<file path="src/rtl/module_event_packer.sv">
`timescale 1ns/1ps
// module_event_packer
// Buffers the decoder's qualified words in a first-word-fall-through FIFO,
// appends one trailer word when the decoder's running flag falls, and
// presents the stream to the readout arbiter.
// Build option: define PACKER_TIMESTAMP_EN to emit a timestamp word
// {3'b011, 1'b1, ts[11:0]} ahead of every trailer.
//
// Handshake: a word transfers on a clk80 edge where dout_valid and
// dout_ready are both high; while dout_valid=1 and dout_ready=0 the
// outputs dout/dout_valid hold their values.
module module_event_packer #(
    parameter int AW   = 5,
    parameter int CNTW = 9
) (
    input  logic        clk80,
    input  logic        reset,
    input  logic        running,
    input  logic        write,
    input  logic [15:0] data,
    input  logic [1:0]  err,
    output logic [15:0] dout,
    output logic        dout_valid,
    input  logic        dout_ready,
    output logic        overflow,
    output logic [15:0] evt_count,
    output logic [1:0]  state_dbg
);

    localparam int DEPTH = 1 << AW;
`ifdef PACKER_TIMESTAMP_EN
    localparam int RSV = 2;
    typedef enum logic [1:0] {IDLE = 2'd0, EVENT = 2'd1, TRAIL = 2'd2, TS = 2'd3} state_t;
`else
    localparam int RSV = 1;
    typedef enum logic [1:0] {IDLE = 2'd0, EVENT = 2'd1, TRAIL = 2'd2} state_t;
`endif
    // Data words may only fill up to DEPTH-RSV so the closing words always fit.
    localparam logic [AW:0] DATA_LIM = (AW+1)'(DEPTH - RSV);
    localparam logic [AW:0] FULL_LIM = (AW+1)'(DEPTH);

    state_t          state_q, state_d;
    logic            run_d, rise, fall;
    logic            rise_pend;
    logic [CNTW-1:0] wcnt;
    logic [1:0]      err_acc;
    logic            ev_ovf, ovf_q;
    logic [15:0]     evt_q;

    logic [15:0]     mem [DEPTH];
    logic [AW-1:0]   wr_ptr, rd_ptr;
    logic [AW:0]     mem_used, used;
    logic [15:0]     dout_q;
    logic            valid_q;

    logic            push_trl, push_ts, push_data, drop, push, pop, load;
    logic [15:0]     push_word, trailer_word;

    assign rise = running & ~run_d;
    assign fall = ~running & run_d;

    // Occupancy seen by pushes: words in memory plus the word on dout,
    // always taken before this cycle's pop.
    assign used = mem_used + (AW+1)'(valid_q);

    // A closing word owns the write port; a coincident data word is dropped.
    assign push_data = write & ~push_trl & ~push_ts & (used < DATA_LIM);
    assign drop      = write & ~push_data;
    assign push      = push_data | push_trl | push_ts;
    assign pop       = valid_q & dout_ready;
    // Refill the output register whenever it is empty or being consumed.
    assign load      = (mem_used != '0) & (~valid_q | pop);

    assign trailer_word = {3'b011, 1'b0, ev_ovf, err_acc, wcnt};

`ifdef PACKER_TIMESTAMP_EN
    logic [11:0] ts_ctr, ts_evt, ts_pend;
    logic        ts_pend_v;
    logic [15:0] ts_word;
    logic        rise_in_ts;

    assign ts_word    = {3'b011, 1'b1, ts_evt};
    // A new event starting while the old timestamp is still queued must not
    // overwrite it; park the new value until the timestamp word is pushed.
    assign rise_in_ts = rise & (state_q == TS) & ~push_ts;
    assign push_word  = push_trl ? trailer_word : (push_ts ? ts_word : data);

    // Free-running timestamp and per-event latch.
    always_ff @(posedge clk80 or posedge reset) begin
        if (reset) begin
            ts_ctr    <= '0;
            ts_evt    <= '0;
            ts_pend   <= '0;
            ts_pend_v <= 1'b0;
        end else begin
            ts_ctr <= ts_ctr + 12'd1;
            if (rise && !rise_in_ts)
                ts_evt <= ts_ctr;
            else if (push_ts && ts_pend_v)
                ts_evt <= ts_pend;
            if (rise_in_ts) begin
                ts_pend   <= ts_ctr;
                ts_pend_v <= 1'b1;
            end else if (push_ts) begin
                ts_pend_v <= 1'b0;
            end
        end
    end
`else
    assign push_word = push_trl ? trailer_word : data;
`endif

    // State register and running-edge detector.
    always_ff @(posedge clk80 or posedge reset) begin
        if (reset) begin
            state_q <= IDLE;
            run_d   <= 1'b0;
        end else begin
            state_q <= state_d;
            run_d   <= running;
        end
    end

    // Next-state logic and closing-word push requests.
    always_comb begin
        state_d  = state_q;
        push_trl = 1'b0;
        push_ts  = 1'b0;
        case (state_q)
            IDLE: begin
                if (rise) state_d = EVENT;
            end
            EVENT: begin
`ifdef PACKER_TIMESTAMP_EN
                if (fall) state_d = TS;
`else
                if (fall) state_d = TRAIL;
`endif
            end
`ifdef PACKER_TIMESTAMP_EN
            TS: begin
                if (used < FULL_LIM) begin
                    push_ts = 1'b1;
                    state_d = TRAIL;
                end
            end
`endif
            TRAIL: begin
                if (used < FULL_LIM) begin
                    push_trl = 1'b1;
                    state_d  = (rise | rise_pend) ? EVENT : IDLE;
                end
            end
            default: state_d = IDLE;
        endcase
    end

    // Per-event bookkeeping. Counting restarts at the trailer push so that
    // writes seen between events belong to the next trailer.
    always_ff @(posedge clk80 or posedge reset) begin
        if (reset) begin
            wcnt      <= '0;
            err_acc   <= 2'b00;
            ev_ovf    <= 1'b0;
            rise_pend <= 1'b0;
            ovf_q     <= 1'b0;
            evt_q     <= 16'd0;
        end else begin
            if (push_trl) begin
                wcnt      <= write ? CNTW'(1) : '0;
                err_acc   <= 2'b00;
                ev_ovf    <= drop;
                rise_pend <= 1'b0;
                evt_q     <= evt_q + 16'd1;
            end else begin
                if (write && (wcnt != '1)) wcnt <= wcnt + CNTW'(1);
                if (state_q == EVENT) err_acc <= err_acc | err;
                if (drop) ev_ovf <= 1'b1;
                if (rise && (state_q != IDLE) && (state_q != EVENT)) rise_pend <= 1'b1;
            end
            if (drop) ovf_q <= 1'b1;
        end
    end

    // FIFO storage; no reset needed on the data array.
    always_ff @(posedge clk80) begin
        if (push) mem[wr_ptr] <= push_word;
    end

    // FIFO pointers, occupancy and registered head word.
    always_ff @(posedge clk80 or posedge reset) begin
        if (reset) begin
            wr_ptr   <= '0;
            rd_ptr   <= '0;
            mem_used <= '0;
            dout_q   <= 16'd0;
            valid_q  <= 1'b0;
        end else begin
            if (push) wr_ptr <= wr_ptr + AW'(1);
            if (load) begin
                dout_q <= mem[rd_ptr];
                rd_ptr <= rd_ptr + AW'(1);
            end
            case ({push, load})
                2'b10:   mem_used <= mem_used + (AW+1)'(1);
                2'b01:   mem_used <= mem_used - (AW+1)'(1);
                default: mem_used <= mem_used;
            endcase
            if (load)
                valid_q <= 1'b1;
            else if (pop)
                valid_q <= 1'b0;
        end
    end

    assign dout       = dout_q;
    assign dout_valid = valid_q;
    assign overflow   = ovf_q;
    assign evt_count  = evt_q;
    assign state_dbg  = state_q;

endmodule

</file>
<file path="config.mk">
export PLATFORM = sky130hd
export DESIGN_NAME = module_event_packer
export DESIGN_NICKNAME = d
export VERILOG_FILES = /design/src/rtl/module_event_packer.sv
export SDC_FILE = /design/constraint.sdc
export NUM_CORES = 1
export LEC_CHECK = 0
export ABC_AREA = 0
export BUFFER_PORTS_ARGS = -buffer_cell sky130_fd_sc_hd__buf_2
export CAP_MARGIN = 15
export CORE_UTILIZATION = 62
export DETAILED_ROUTE_END_ITERATION = 12
export HOLD_SLACK_MARGIN = 0.03
export PLACE_DENSITY = 0.79
export SLEW_MARGIN = 25
export SYNTH_ARGS = -nofsm -noshare
export SYNTH_HDL_FRONTEND = slang
export SYNTH_SLANG_ARGS = --single-unit
</file>
<file path="constraint.sdc">
create_clock -name clk80 -period 4.5 [get_ports clk80]
set_clock_uncertainty 0.15 [all_clocks]
set_input_delay 0.9 -clock clk80 [delete_from_list [all_inputs] [get_ports clk80]]
set_output_delay 0.9 -clock clk80 [all_outputs]
set_load 0.02 [all_outputs]
</file>
# Word level (Yosys, flattened, before mapping)
# Memory sizes are Yosys's and may differ from the RTL's. A register that Yosys moved wholly into a read port is not among the register bits.
# Cells that the tools add are included.
[word_totals]
register_bits = 50
ram_bits = 512
word_cells = 82
n_memories = 1
[memory_table]
columns = ["memory", "depth", "word_bits", "read_ports", "rd_clocked_by_memory_dff", "wr", "line_no", "source"]
rows = [
  ["mem", 32, 16, 1, 1, 1, "50", "logic [15:0] mem [DEPTH];"],
]
[op_classes]
addsub = 7
order_cmp = 2
n_eq_ne = 9
n_mux = 22
bitwise_logic = 16
n_reduce_logical = 13
[op_table]
columns = ["cell", "n"]
rows = [
  ["$mux 9", 2],
  ["$add 16x1->16 const B", 1],
  ["$mux 16", 1],
  ["$reduce_bool 2->1", 7],
  ["$mux 1", 12],
  ["$pmux 6 s2", 1],
  ["$add 5x1->5 const B", 2],
  ["$mux 2", 5],
  ["$add 9x1->9 const B", 1],
  ["$ne 9x9->1 const B", 1],
  ["$and 1x1->1", 7],
  ["$add 6x1->6", 1],
  ["$add 6x1->6 const B", 1],
  ["$lt 6x5->1 const B", 1],
  ["$lt 6x6->1 const B", 1],
  ["$ne 2x2->1 const B", 3],
  ["$pmux 2 s3", 1],
  ["$reduce_bool 6->1", 1],
  ["$sub 6x1->6 const B", 1],
  ["$not 1->1", 5],
  ["$eq 2x1->1 const B", 2],
  ["$eq 2x2->1 const B", 2],
  ["$logic_and 1x1->1", 3],
  ["$or 1x1->1", 3],
  ["other kinds (4)", 4],
]

# Logic depth before layout (Yosys ltp)
[depth]
depth_word = 11
depth_mapped = 15
mapped_depth_nobuf = 14

# Worst setup path before layout
# OpenSTA, ideal clock, no wires.
[synth_timing]
path_type = "register -> register"
startpoint = "reg valid_q, in the netlist dout_valid"
endpoint = "reg mem_used[2]"
setup_time_ps = 125
t_arrival_ps = 3148
t_required_ps = 4225
setup_slack_ps = 1076
path_stages_with_launch = 15
path_cell_list = "dfrtp_1 -> ha_1 -> ha_1 -> xnor2_1 -> nor3_1 -> a2111oi_4 -> inv_1 -> ha_1 -> buf_1 -> xor2_1 -> ha_1 -> a21oi_1 -> xor2_1 -> nor2_1 -> xor2_1"
[synth_via]
elab_chain_cells = 10
elab_cells_between_ends = 17
cone_classes = "add/sub: 1; order compare: 2; eq/ne: 2; mux: 3; bitwise: 8; reduce/logical: 1"
[synth_lines]
columns = ["element", "line_no", "source"]
rows = [
  ["start: declaration", "54", "logic valid_q;"],
  ["start signal: assignment", "197", "valid_q <= 1'b0;"],
  ["start signal: assignment", "210", "valid_q <= 1'b1;"],
  ["start signal: assignment", "212", "valid_q <= 1'b0;"],
  ["$add 6x1->6", "64", "assign used = mem_used + (AW+1)'(valid_q);"],
  ["$lt 6x6->1", "149", "if (used < FULL_LIM) begin"],
  ["$mux 1", "149", ""],
  ["$mux 1", "129", "case (state_q)"],
  ["$not 1->1", "67", "assign push_data = write & ~push_trl & ~push_ts & (used < DATA_LIM);"],
  ["$and 1x1->1 (2 in a row)", "67", ""],
  ["$or 1x1->1", "69", "assign push = push_data | push_trl | push_ts;"],
  ["$eq 2x1->1 / $eq 2x2->1 (equally long branches)", "204", "case ({push, load})"],
  ["$pmux 6 s2 / $reduce_bool 2->1 (equally long branches)", "-", ""],
  ["end signal: assignment", "205", "2'b10: mem_used <= mem_used + (AW+1)'(1);"],
  ["end signal: assignment", "206", "2'b01: mem_used <= mem_used - (AW+1)'(1);"],
  ["end signal: assignment", "207", "default: mem_used <= mem_used;"],
  ["end: declaration", "52", "logic [AW:0] mem_used, used;"],
]
# Parallel ways exist; a longest one is shown, timed or not.
# A chain may end at the register's enable or synchronous reset.

# Final worst setup path
[layout_timing]
startpoint = "reg mem_used[0]"
endpoint = "reg mem_used[4]"
[layout_via]
elab_chain_cells = 10
elab_cells_between_ends = 17
cone_classes = "add/sub: 3; order compare: 2; eq/ne: 2; mux: 3; bitwise: 5; reduce/logical: 2"
[layout_lines]
columns = ["element", "line_no"]
rows = [
  ["$add 6x1->6", "64"],
  ["$lt 6x6->1", "149"],
  ["$mux 1", "149"],
  ["$mux 1", "129"],
  ["$not 1->1", "67"],
  ["$and 1x1->1 (2 in a row)", "67"],
  ["$or 1x1->1", "69"],
  ["$eq 2x1->1 / $eq 2x2->1 (equally long branches)", "204"],
  ["$pmux 6 s2 / $reduce_bool 2->1 (equally long branches)", "-"],
]
# Parallel ways exist; a longest one is shown, timed or not.

==> results.yml <==
critical_path:
  series_of_cell_instances_along_the_critical_path: "ha_1, ha_1, xnor2_1, nor3_1, a2111oi_4, buf_4, inv_1, ha_1, xor2_1, ha_1, inv_1, nor3b_1, o21ai_0, a21oi_1, xor2_1"
  cp.required_ns: 4.86
  crit_type: "reg -> reg"
  worstSetupEndpointType: "flip-flop"
  critical_path_buf_inv_count: 3
  critical_path.max_stage_delay_ns: 0.46
  crit_slowest_cell: "dfrtp_1"
  critical-path-top-delay-family: "adder cells"
  critical-path-top-cell-by-count: "ha_1"
  critPathArrivalTime_ns: 3.91
  crit_path_start_kind: "flip-flop"
  critical_path_peak_fanout: 12
routing:
  detailedRoute.firstPassIterationCount: 6
  avgRoutedWirePerCell_um: 25.1
  drt_drc_violations_left: 0
  post_drt_via_cell_ratio: 6.42
  drt_iter0_markers: 1588
  route.final.wire_length_mm: 49.8
  dr_total_vias: 12738
  postRouteAntennaNets: 0
final_layout:
  share_of_layout_cells_above_drive_strength_1: 0.180
  flow.area_growth_from_synthesis_pct: 12.1
  antennaDiodeCount: 0
  seq_area_um2: 17000
  layout.cells.most_common_list: "edfxtp_1, mux2i_1, nor2_1"
  mostFrequentLayoutCell: "edfxtp_1"
  area_of_combinational_cells_with_multiple_inputs_um2: 5590
  fillers: 2276
  final_cells: 1985
  fin_nets: 1509
placement:
  portBuffers: 58
  placed_cells: 1884
  detailed_place_hpwl_mm: 29.7
  placement_stage_worst_setup_slack_ns: 0.976
  routabilityCongestion: 0.884
power:
  ir_worst_vdd_mv: 0.397
  fin_total_pwr_uw: 15600
  cellPowerDensity_nw_per_um2: 605
  p_leak_uw: 0.00921
yosys:
  netlist_area_before_placement_um2: 23100
  syn_nets: 1389
  synth.mux.area_fraction: 0.119
  synth_simple_gate_area_share: 0.0525
  synth_enable_flop_cells: 512
  synth_top_family_by_area: "multiplexers"
  post_synth_adder_cell_area: 0.00705
  postSynthAreaPerCell_um2: 17.1
  synth-async-reset-ratio: 0.114
  sequential_cell_area_fraction_in_the_yosys_report: 0.738
  synth_warn: 0
  post_synth_xor_area_fraction: 0.0148
  synth_ff_type: "edfxtp_1"
  post_synthesis_cell_count: 1353
  synth_compound_gate_area_share: 0.0487
  synth.ff_latch_count: 578
  yosysUniqueCellTypes: 54
run:
  max-cap-violations: 0
sta:
  rsz0062_at_grt: "false"
  fin_worst_hold_slack_ns: 0.301
  timing.final.setup_violations: 0
  maxSlewHeadroom: 0.356
  finalWorstPathRequiredPeriod_ns: 3.55
  worstMarginPinSlew_ns: 0.966
  max_clock_freq_ghz: 0.281
  fin_ws_ns: 0.946
  layout_worst_path_cycle_share: 0.790
  fin_setup_tns_ns: 0
  finalHoldViolCount: 0
  final_max_slew_viol_count: 0
global_routing:
  grt_pass1_vias: 12578
  wire_length_of_the_first_global_routing_pass_mm: 75.8
  grt_max_degree: 48
  antenna_found_initial: 0
  grt_remaining_overflow: 0
  gr-usage-all-layers: 0.270
clocking:
  cts-root-to-sink-buffers: 3
  cts_root_buffer: "clkbuf_16"
  cts_repair_resize_count: 0
  clkLatencyLatePin_ns: 0.60
  numCtsBuffers: 55
  cts_hold_buffers: 0
  cts_tree: "yes"
  htree_num_levels: 2
  clk_pin_slew_ns: 0.06
  post_cts_buffers: 0
  clock-sinks: 578
die:
  floorplan.die_area_um2: 38000
  effective_utilization_at_floorplan: 0.630
  num_io_pins: 59
  die_width_um: 195
  num_rows: 70
  die_height_um: 195
  core_um2: 36600
run_status:
  run_status: "complete, no violations"
worst_hold_path:
  hold_path_class: "in -> reg"
[logic make-up after synthesis]
logic type	after synthesis
flops	578
simple gates	257
mux	211
compound gates	173
buf+inv	82
xor+xnor	39
fa+ha+maj	13
[power by group]
| group | internal, uW | leakage [uW] | switching [uW] |
|---|---|---|---|
| combinational | 1720 | 0.00295 | 2650 |
| sequential | 6410 | 0.00541 | 475 |
| clock | 2520 | 0.000846 | 1880 |
| total | 10600 | 0.00921 | 5000 |
[per-layer routing]
layer | part of all wire | track usage | vias up | wire [um]
met2 | 0.48 | 0.423 | 634 | 23800
met3 | 0.082 | 0.0394 | 101 | 4080
li1 | - | - | 5565 | -
met1 | 0.40 | 0.382 | 6438 | 19900
met5 | 0 | 0 | - | 0
met4 | 0.040 | 0.120 | 0 | 2010
[flip-flops by register name, indices dropped and copies added, names as in the netlist]
register    flops
dout           16
dout_valid      1
err_acc         2
ev_ovf          1
evt_count      16
mem           512
mem_used        6
overflow        1
rd_ptr          5
rise_pend       1
run_d           1
state_dbg       2
wcnt            9
wr_ptr          5
[cell usage after synthesis (2+ instances only)]
cell | count | area, um^2
edfxtp_1 | 512 | 15400
mux2i_1 | 160 | 1600
nor2_1 | 85 | 319
nand2_1 | 71 | 267
dfrtp_1 | 66 | 1650
o21ai_0 | 52 | 260
mux4_2 | 46 | 1040
o22ai_1 | 32 | 200
a221oi_1 | 31 | 272
a21oi_1 | 28 | 140
clkbuf_1 | 27 | 101
and3_1 | 22 | 138
nor4_1 | 21 | 131
xnor2_1 | 21 | 184
xor2_1 | 18 | 158
a211oi_1 | 16 | 120
nand3_1 | 15 | 75.1
buf_2 | 14 | 70.1
buf_4 | 13 | 97.6
ha_1 | 13 | 163
inv_1 | 11 | 41.3
nand4_1 | 9 | 56.3
nand2b_1 | 7 | 43.8
buf_1 | 6 | 22.5
buf_6 | 6 | 67.6
nor2b_1 | 6 | 37.5
nor3_1 | 5 | 25.0
nand3b_1 | 4 | 30.0
buf_8 | 3 | 45.0
mux4_1 | 3 | 78.8
a2111oi_0 | 2 | 17.5
and2_1 | 2 | 12.5
mux2_2 | 2 | 22.5
nor3b_1 | 2 | 15.0
or3_1 | 2 | 12.5
or3b_2 | 2 | 17.5
[cell type report]
| cell class | instances | share of cell area |
|---|---|---|
| sequential | 578 | 0.658 |
| multi-input combinational | 693 | 0.216 |
| clock buffer | 76 | 0.0587 |
| timing repair buffer | 134 | 0.0347 |
| tap | 468 | 0.0226 |
| clock inverter | 25 | 0.00784 |
| inverter | 11 | 0.00160 |
[worst paths after layout]
check,slack (ns),cells after the start,startpoint,to
max in group asynchronous,3.07,3,reset,dout[0]
min,0.30,1,running,run_d
min reg2reg,0.32,1,evt_count[15],evt_count[15]
min in group asynchronous,0.32,2,reset,evt_count[6]
max reg2reg,0.95,15,mem_used[0],mem_used[4]
max,0.95,15,mem_used[0],mem_used[4]
[per-stage QoR]
stage,cell area (um^2),util
floorplan,23100,-
finish,25900,0.706
global placement,24100,0.659
CTS,25900,0.706
detailed placement,24100,0.659
global route,25900,0.706
(Power assumes the default switching activity.)
